==> src/rtl/instr_dec_buf_pkg.sv <==
// Shared attributes for the instruction decode buffer: default field widths,
// field positions inside the {opcode, b, c} word and the output-stage state type.
package instr_dec_buf_pkg;
   localparam int OP_WIDTH_DEF    = 4;
   localparam int REG_WIDTH_DEF   = 4;
   localparam int INSTR_WIDTH_DEF = OP_WIDTH_DEF + 2*REG_WIDTH_DEF;

   localparam int C_LSB      = 0;
   localparam int B_LSB_DEF  = C_LSB + REG_WIDTH_DEF;
   localparam int OP_LSB_DEF = B_LSB_DEF + REG_WIDTH_DEF;

   typedef enum logic {ST_EMPTY = 1'b0, ST_VALID = 1'b1} out_state_t;
endpackage

==> src/rtl/instr_fifo.sv <==
// Circular instruction queue with occupancy count; clear wins over push/pop.
// Storage is not reset, only the pointers and the count.
module instr_fifo #(
   parameter  int WIDTH = 12,
   parameter  int DEPTH = 4,
   localparam int AW    = $clog2(DEPTH),
   localparam int CW    = $clog2(DEPTH+1)
) (
   input  logic             clk,
   input  logic             rst_n,
   input  logic             clear,
   input  logic             push,
   input  logic [WIDTH-1:0] wdata,
   input  logic             pop,
   output logic [WIDTH-1:0] rdata,
   output logic             full,
   output logic             empty,
   output logic [CW-1:0]    count
);
   logic [WIDTH-1:0] mem [DEPTH];
   logic [AW-1:0]    wr_ptr, rd_ptr;
   logic             do_push, do_pop;

   assign do_push = push && !full && !clear;
   assign do_pop  = pop && !empty && !clear;
   assign full    = (count == CW'(DEPTH));
   assign empty   = (count == '0);
   assign rdata   = mem[rd_ptr];

   always_ff @(posedge clk or negedge rst_n) begin
      if (!rst_n) begin
         wr_ptr <= '0;
         rd_ptr <= '0;
         count  <= '0;
      end else if (clear) begin
         wr_ptr <= '0;
         rd_ptr <= '0;
         count  <= '0;
      end else begin
         // DEPTH is a power of two, so pointers wrap naturally
         if (do_push) wr_ptr <= wr_ptr + AW'(1);
         if (do_pop)  rd_ptr <= rd_ptr + AW'(1);
         case ({do_push, do_pop})
            2'b10:   count <= count + CW'(1);
            2'b01:   count <= count - CW'(1);
            default: count <= count;
         endcase
      end
   end

   always_ff @(posedge clk) begin
      if (do_push) mem[wr_ptr] <= wdata;
   end
endmodule

==> src/rtl/instr_dec_buf.sv <==
// Instruction queue feeding a single registered output stage that splits the
// word into opcode/b/c and flags opcodes outside the implemented range.
module instr_dec_buf
   import instr_dec_buf_pkg::*;
#(
   parameter  int OP_WIDTH    = OP_WIDTH_DEF,
   parameter  int REG_WIDTH   = REG_WIDTH_DEF,
   parameter  int DEPTH       = 4,
   parameter  int NUM_OPS     = 12,
   localparam int INSTR_WIDTH = OP_WIDTH + 2*REG_WIDTH,
   localparam int CW          = $clog2(DEPTH+1)
) (
   input  logic                   clk,
   input  logic                   rst_n,
   input  logic [INSTR_WIDTH-1:0] instr,
   input  logic                   triggered,
   output logic                   indicate_busy,
   input  logic                   flush,
   input  logic                   check_busy,
   output logic                   trigger,
   output logic [OP_WIDTH-1:0]    opcode,
   output logic [REG_WIDTH-1:0]   b,
   output logic [REG_WIDTH-1:0]   c,
   output logic                   illegal,
   output logic [CW-1:0]          count
);
   localparam int B_LSB  = C_LSB + REG_WIDTH;
   localparam int OP_LSB = B_LSB + REG_WIDTH;

   out_state_t             state, state_nxt;
   logic [INSTR_WIDTH-1:0] head, held;
   logic                   q_full, q_empty, push, pop, consume;

   // Full is registered occupancy, so a same-edge pop never makes room for a write
   assign indicate_busy = q_full;
   assign push          = triggered && !q_full && !flush;
   assign consume       = (state == ST_VALID) && !check_busy;
   assign pop           = !flush && !q_empty && ((state == ST_EMPTY) || consume);

   instr_fifo #(.WIDTH(INSTR_WIDTH), .DEPTH(DEPTH)) u_fifo (
      .clk   (clk),
      .rst_n (rst_n),
      .clear (flush),
      .push  (push),
      .wdata (instr),
      .pop   (pop),
      .rdata (head),
      .full  (q_full),
      .empty (q_empty),
      .count (count)
   );

   always_ff @(posedge clk or negedge rst_n) begin
      if (!rst_n) state <= ST_EMPTY;
      else        state <= state_nxt;
   end

   always_comb begin
      state_nxt = state;
      if (flush) begin
         state_nxt = ST_EMPTY;
      end else begin
         case (state)
            ST_EMPTY: if (!q_empty) state_nxt = ST_VALID;
            ST_VALID: if (consume && q_empty) state_nxt = ST_EMPTY;
            default:  state_nxt = ST_EMPTY;
         endcase
      end
   end

   always_ff @(posedge clk or negedge rst_n) begin
      if (!rst_n)   held <= '0;
      else if (pop) held <= head;
   end

   always_comb begin
      trigger = (state == ST_VALID);
      opcode  = held[OP_LSB +: OP_WIDTH];
      b       = held[B_LSB +: REG_WIDTH];
      c       = held[C_LSB +: REG_WIDTH];
      illegal = (state == ST_VALID) &&
                ({1'b0, held[OP_LSB +: OP_WIDTH]} >= (OP_WIDTH+1)'(NUM_OPS));
   end
endmodule

==> config.mk <==
export PLATFORM = sky130hd
export DESIGN_NAME = instr_dec_buf
export DESIGN_NICKNAME = d
export VERILOG_FILES = /design/src/rtl/instr_dec_buf_pkg.sv /design/src/rtl/instr_fifo.sv /design/src/rtl/instr_dec_buf.sv
export SDC_FILE = /design/constraint.sdc
export NUM_CORES = 1
export LEC_CHECK = 0
export ABC_AREA = 1
export CELL_PAD_IN_SITES_DETAIL_PLACEMENT = 1
export CELL_PAD_IN_SITES_GLOBAL_PLACEMENT = 1
export CORE_ASPECT_RATIO = 1.25
export CORE_MARGIN = 2
export CORE_UTILIZATION = 47
export DETAILED_ROUTE_END_ITERATION = 7
export PLACE_DENSITY = 0.83
export SYNTH_ARGS = -nofsm -noshare
export SYNTH_HDL_FRONTEND = slang
export SYNTH_SLANG_ARGS = --single-unit
==> constraint.sdc <==
create_clock -name clk -period 3.6 [get_ports clk]
set_clock_uncertainty 0.1 [all_clocks]
set_input_delay 0.36 -clock clk [delete_from_list [all_inputs] [get_ports clk]]
set_output_delay 0.36 -clock clk [all_outputs]
set_load 0.01 [all_outputs]
# After elaboration in Yosys (flattened, before gate mapping)

Memories as Yosys holds them, arrays and structs flattened. A register that Yosys moved wholly into a read port is not among the register bits.
Cells that the tools add are included.

Bits in registers: 8
Memories: 1
Logic and storage cells: 47
Memory bits (writable): 48

Bitwise operators: 1
Add/subtract/negate cells: 4
Reductions and logical operators: 21
Equality and inequality tests: 3
$lt $le $gt $ge: 1
Mux-type cells: 12

Memory list:

| memory     | words | width | rd ports | clocked after memory_dff | wr ports | RTL line         | RTL |
|---|---|---|---|---|---|---|---|
| u_fifo.mem | 4     | 12    | 1        | 1                        | 1        | instr_fifo.sv:20 | `logic [WIDTH-1:0] mem [DEPTH];` |

Operators by type and width:

| kind                  | count |
|---|---|
| $logic_and A1 B1 Y1   | 11 |
| $mux W2               | 4 |
| $pmux W3 S2           | 1 |
| $logic_not A1 Y1      | 5 |
| $mux W1               | 5 |
| $add A2 B1 Y2 const B | 2 |
| $ge A4 B4 Y1 const B  | 1 |
| $reduce_bool A2 Y1    | 2 |
| $add A3 B1 Y3 const B | 1 |
| $eq A3 B3 Y1 const B  | 1 |
| $logic_not A3 Y1      | 1 |
| $mux W3               | 1 |
| $reduce_bool A3 Y1    | 1 |
| $sub A3 B1 Y3 const B | 1 |
| $eq A2 B1 Y1 const B  | 1 |
| $eq A2 B2 Y1 const B  | 1 |
| $pmux W1 S2           | 1 |
| $logic_or A1 B1 Y1    | 1 |
| $not A1 Y1            | 1 |

# Depth between registers and ports, before layout

Depth in word-level cells: 9
Depth in mapped cells: 13

# Modules after synthesis

Synthesis repeated with hierarchy kept, for this count alone.

Cells, all modules: 241
Area, all modules: 2825.2 sq um

By module, submodules not included:

| module        | area each (sq um) | cells each | instances | sequential area each (sq um) |
|---|---|---|---|---|
| instr_fifo    | 2267.2            | 182        | 1         | 1616.6 |
| instr_dec_buf | 558.0             | 59         | 1         | 325.3 |

# Worst setup path before layout

Ideal clock, no wire load.

Kind: flip-flop to flip-flop
From: reg u_fifo.count[0]
To: reg u_fifo.count[2]
Clock period less this slack: 1.907 ns
Data required time: 3.383 ns
Stages on the path, launching flop included: 13
Arrival: 1.690 ns
Setup slack: 1.693 ns
Cell sequence: dfrtp_1 -> nor2_4 -> nand2_1 -> nand2_4 -> nand3_2 -> inv_1 -> fa_1 -> xnor2_1 -> inv_1 -> nand2_1 -> nand2_1 -> nand2_1 -> nand2_1

Word-level cells in the longest chain between the ends: 9

Ends and longest elaborated chain:

| what                                                    | RTL line                                 | RTL |
|---|---|---|
| from (decl)                                             | instr_fifo.sv:18                         | `output logic [CW-1:0] count` |
| from (signal assigned)                                  | instr_fifo.sv:44                         | `2'b10: count <= count + CW'(1);` |
| from (signal assigned)                                  | instr_fifo.sv:45                         | `2'b01: count <= count - CW'(1);` |
| from (signal assigned)                                  | instr_fifo.sv:46                         | `default: count <= count;` |
| $eq A3 B3 Y1 / $logic_not A3 Y1 (equally long branches) | instr_fifo.sv:26, instr_fifo.sv:27       |  |
| $logic_not A1 Y1 (on tied branches)                     | --                                       |  |
| $logic_and A1 B1 Y1 (on tied branches) (2 in a row)     | instr_dec_buf.sv:36, instr_dec_buf.sv:38 |  |
| $logic_and A1 B1 Y1 (on tied branches) (2 in a row)     | instr_fifo.sv:24, instr_fifo.sv:25       |  |
| $eq A2 B1 Y1 / $eq A2 B2 Y1 (equally long branches)     | instr_fifo.sv:43                         | `case ({do_push, do_pop})` |
| $pmux W3 S2                                             | instr_fifo.sv:43                         |  |
| $mux W3                                                 | instr_fifo.sv:35                         | `end else if (clear) begin` |

Parallel ways exist; a longest one is shown, timed or not.
A chain may end at the register's enable or synchronous reset.

# Worst setup path in the final report

From: in flush
To: reg u_fifo.count[2]

Word-level cells in the longest chain between the ends: 8

Ends and longest elaborated chain:

| what                                                | RTL line            | RTL |
|---|---|---|
| from (decl)                                         | instr_dec_buf.sv:18 | `input logic flush,` |
| $logic_not A1 Y1                                    | --                  |  |
| $logic_and A1 B1 Y1 (2 in a row)                    | instr_dec_buf.sv:38 | `assign pop = !flush && !q_empty && ((state == ST_EMPTY) \|\| consume);` |
| $logic_and A1 B1 Y1 (2 in a row)                    | instr_fifo.sv:25    | `assign do_pop = pop && !empty && !clear;` |
| $eq A2 B1 Y1 / $eq A2 B2 Y1 (equally long branches) | instr_fifo.sv:43    |  |
| $pmux W3 S2                                         | instr_fifo.sv:43    |  |
| $mux W3                                             | instr_fifo.sv:35    |  |

Parallel ways exist; a longest one is shown, timed or not.

==> flow_summary.yaml <==
critical_path:
  path_cells: "clkdlybuf4s50_1, inv_2, nand2_1, inv_1, nand2_4, nand3_2, inv_1, fa_1, xnor2_1, inv_1, nand2_1, nand2_1, nand2_1, nand2_1"
  slowest_stage: "clkdlybuf4s50_1"
  cp-start-kind: "primary input"
  crit_start: "flush"
  r2r-start: "u_fifo.count[0]"
  end_kind: "flop"
  crit_type: "primary input to flop"
  cpMostUsedCell: "nand2_1"
  slowest_delay_ns: 0.44
  r2r_slack_ns: 1.49
  reg2regPathDepth: 12
  crit_arrival_ns: 2.29
  required_ns: 3.73
  worst_r2r_endpoint: "u_fifo.count[2]"
  cp_max_fo: 8
logic_synthesis:
  synth_area_leaders: "edfxtp_1 52%, dfrtp_1 18%, nor2_1 8.5%, o21ai_0 5.0%, nand2_1 2.7%"
  syn_inst: 241
  synth_top_area_share: 0.518
  ys_ff_latch: 68
  ys_types: 26
  syn_nets: 263
  synth_fa_ha_area_frac: 0.0252
  synthXorXnorAreaFrac: 0.00315
  yosys.area.top_type: "edfxtp_1"
  netlist_area_um2: 2780
  synth-compound-area-share: 0.0809
  ys_seq_area_frac: 0.698
  yosys_warnings: 0
  synth_top_flop_cell: "edfxtp_1"
  syn_area_per_cell_um2: 11.6
  ys_async_sr_fraction: 0.294
  synth-simple-area-share: 0.144
  synth_edf_count: 48
  synth_top_family_by_area: "simple AND/OR/NAND/NOR gates"
  synth.area.mux_share: 0
pwr:
  p_seq_frac: 0.457
  switching_share: 0.335
  p_int_mw: 1.60
  cellLeakagePower_nw: 1.31
  p_switching_mw: 0.806
  combinationalPowerShare: 0.300
  p_per_area_nw_per_um2: 716
  power_frac_clock: 0.243
  vdd_drop_max_mv: 0.375
route:
  drt_iter0_drc: 105
  antenna_left: 0
  drt_first_pass_iters: 4
  wire_per_inst_um: 19.1
  drc: 0
  drt-vias-per-instance: 5.40
  detailroute.via_count: 1902
  finalWirelength_mm: 6.73
die:
  die-width_um: 72.8
  io_pins: 35
  start_util: 0.485
  die_h_um: 90.0
  die-area_um2: 6560
  num_rows: 31
  fp.coreArea_um2: 5740
timing:
  final-hold-violation-count: 0
  fmax_ghz: 0.461
  period_minus_slack_ns: 2.17
  holdWs_ns: 0.454
  tightest_slew_ns: 1.07
  setup_tns_ns: 0
  setup_viol: 0
  slew_headroom: 0.285
  finalMaxSlewViolations: 0
  grt_setup_unrepaired: "false"
  fin_crit_sh: 0.602
placed_design:
  io_buffers: 34
  hpwl_mm: 4.16
  gp_congestion: 0.833
clock_tree:
  cts_hold_buf: 0
  post_cts_resize_count: 0
  cts_max_path_buffers: 2
  clk_pin_slew_ns: 0.07
  post_cts_buffers: 0
  cts_num_sinks: 68
  cts_buffers: 9
  root_buffer: "clkbuf_8"
  clkLatencyLatePin_ns: 0.33
  cts_tree: "done"
  cts_htree_levels: 3
global_routing:
  grt_max_degree: 29
  antenna_found_initial: 0
  grtUsageTotal: 0.228
  grt_pass1_vias: 2158
  grt_pass1_wl_mm: 10.9
  gr-total-overflow: 0
worst_hold_path:
  holdPathEnd: "held[4]"
  hold_start: "held[4]"
  min_path_type: "flop to flop"
  hold_depth: 2
layout:
  antennaDiodeCount: 0
  area_delta_synth_final_pct: 20.7
  nNetsFinal: 303
  fill_cells: 609
  drive_gt1_frac: 0.0944
job:
  cap_violations: 0
run_status:
  outcome: "complete, no violations"
## cell usage in the layout, fill, tap and decap left out, types with 2 or more instances in the layout
cell	instances
nand2_2	2
nand2_4	2
ha_1	4
nand4_1	3
nor2_1	63
clkbuf_8	9
o21ai_1	2
clkbuf_1	4
edfxtp_1	48
a31oi_1	11
clkdlybuf4s50_1	34
inv_1	15
buf_4	4
inv_2	5
o21ai_0	28
nand3_1	2
nand2_1	20
dfrtp_1	20
## layer usage
layer / vias to the layer above / wire (um) / global-route usage
met5: - / 0 / 0
met4: 0 / 212 / 0.110
met3: 17 / 207 / 0.0437
met2: 51 / 3570 / 0.392
met1: 942 / 2740 / 0.267
li1: 892 / - / -
## cell type report
| cell class | instances | area [um2] | area share |
|---|---|---|---|
| Sequential cell | 68 | 1940 | 0.578 |
| Multi-Input combinational cell | 143 | 706 | 0.210 |
| Timing Repair Buffer | 38 | 370 | 0.110 |
| Clock buffer | 13 | 139 | 0.0413 |
| Tap cell | 66 | 82.6 | 0.0246 |
| Inverter | 21 | 81.3 | 0.0242 |
| Clock inverter | 3 | 38.8 | 0.0115 |
## sequential cells by signal (all words and copies together), names as in the netlist
name / count
held: 12
u_fifo.wr_ptr: 2
u_fifo.rd_ptr: 2
u_fifo.count: 3
trigger: 1
u_fifo.mem: 48
## synthesized netlist by cell type, types with 2 or more instances
cell type	instances
nand2_1	20
inv_2	5
nand2_2	2
buf_4	2
inv_1	15
o21ai_1	2
a31oi_1	11
edfxtp_1	48
dfrtp_1	20
ha_1	4
nand4_1	3
nand2_4	2
nand3_1	2
o21ai_0	28
nor2_1	63
buf_2	4
## how the worst max path moves through the flow
stage	cells past startpoint	slack [ns]	endpoint
5_1_grt	14	1.31	u_fifo.count[2]
6_report	14	1.43	u_fifo.count[2]
3_5_place_dp	14	1.13	u_fifo.count[2]
2_1_floorplan	12	1.69	u_fifo.count[2]
4_1_cts	4	1.41	indicate_busy
3_3_place_gp	14	1.23	u_fifo.count[2]
## cell families after synthesis
family,after synthesis
buffers and inverters,30
AND/OR/NAND/NOR,95
XOR/XNOR,1
AO/OA/AOI/OAI,42
flip-flops,68
adder cells (fa/ha/maj),5
## metrics by stage
step / total power, mW / util / cell area [um2] / instances / worst slack (ns)
2_1_floorplan: 1.51 / - / 2780 / 241 / 1.69
3_5_place_dp: 1.83 / 0.554 / 3180 / 336 / 1.13
5_1_grt: 2.55 / 0.585 / 3360 / 352 / 1.31
4_1_cts: 2.43 / 0.585 / 3360 / 352 / 1.41
3_3_place_gp: 1.78 / 0.554 / 3180 / 336 / 1.23
6_report: 2.40 / 0.585 / 3360 / 352 / 1.43
## power by group through the flow
| stage | Combinational [mW] | Sequential, mW | Clock, mW |
|---|---|---|---|
| floorplan | 0.424 | 1.09 | 0 |
| global placement | 0.683 | 1.10 | 0 |
| detailed placement | 0.718 | 1.11 | 0 |
| CTS | 0.733 | 1.10 | 0.600 |
| global route | 0.801 | 1.12 | 0.630 |
| finish | 0.721 | 1.10 | 0.584 |
## worst max-delay path: cells and delay by family
kind / cells / cell delay, ns
buffers and inverters: 5 / 0.80
adders and majority gates: 1 / 0.38
xor gates and xnor gates: 1 / 0.21
and+or+nand+nor: 7 / 0.53
Power figures use the tool's default switching activity.
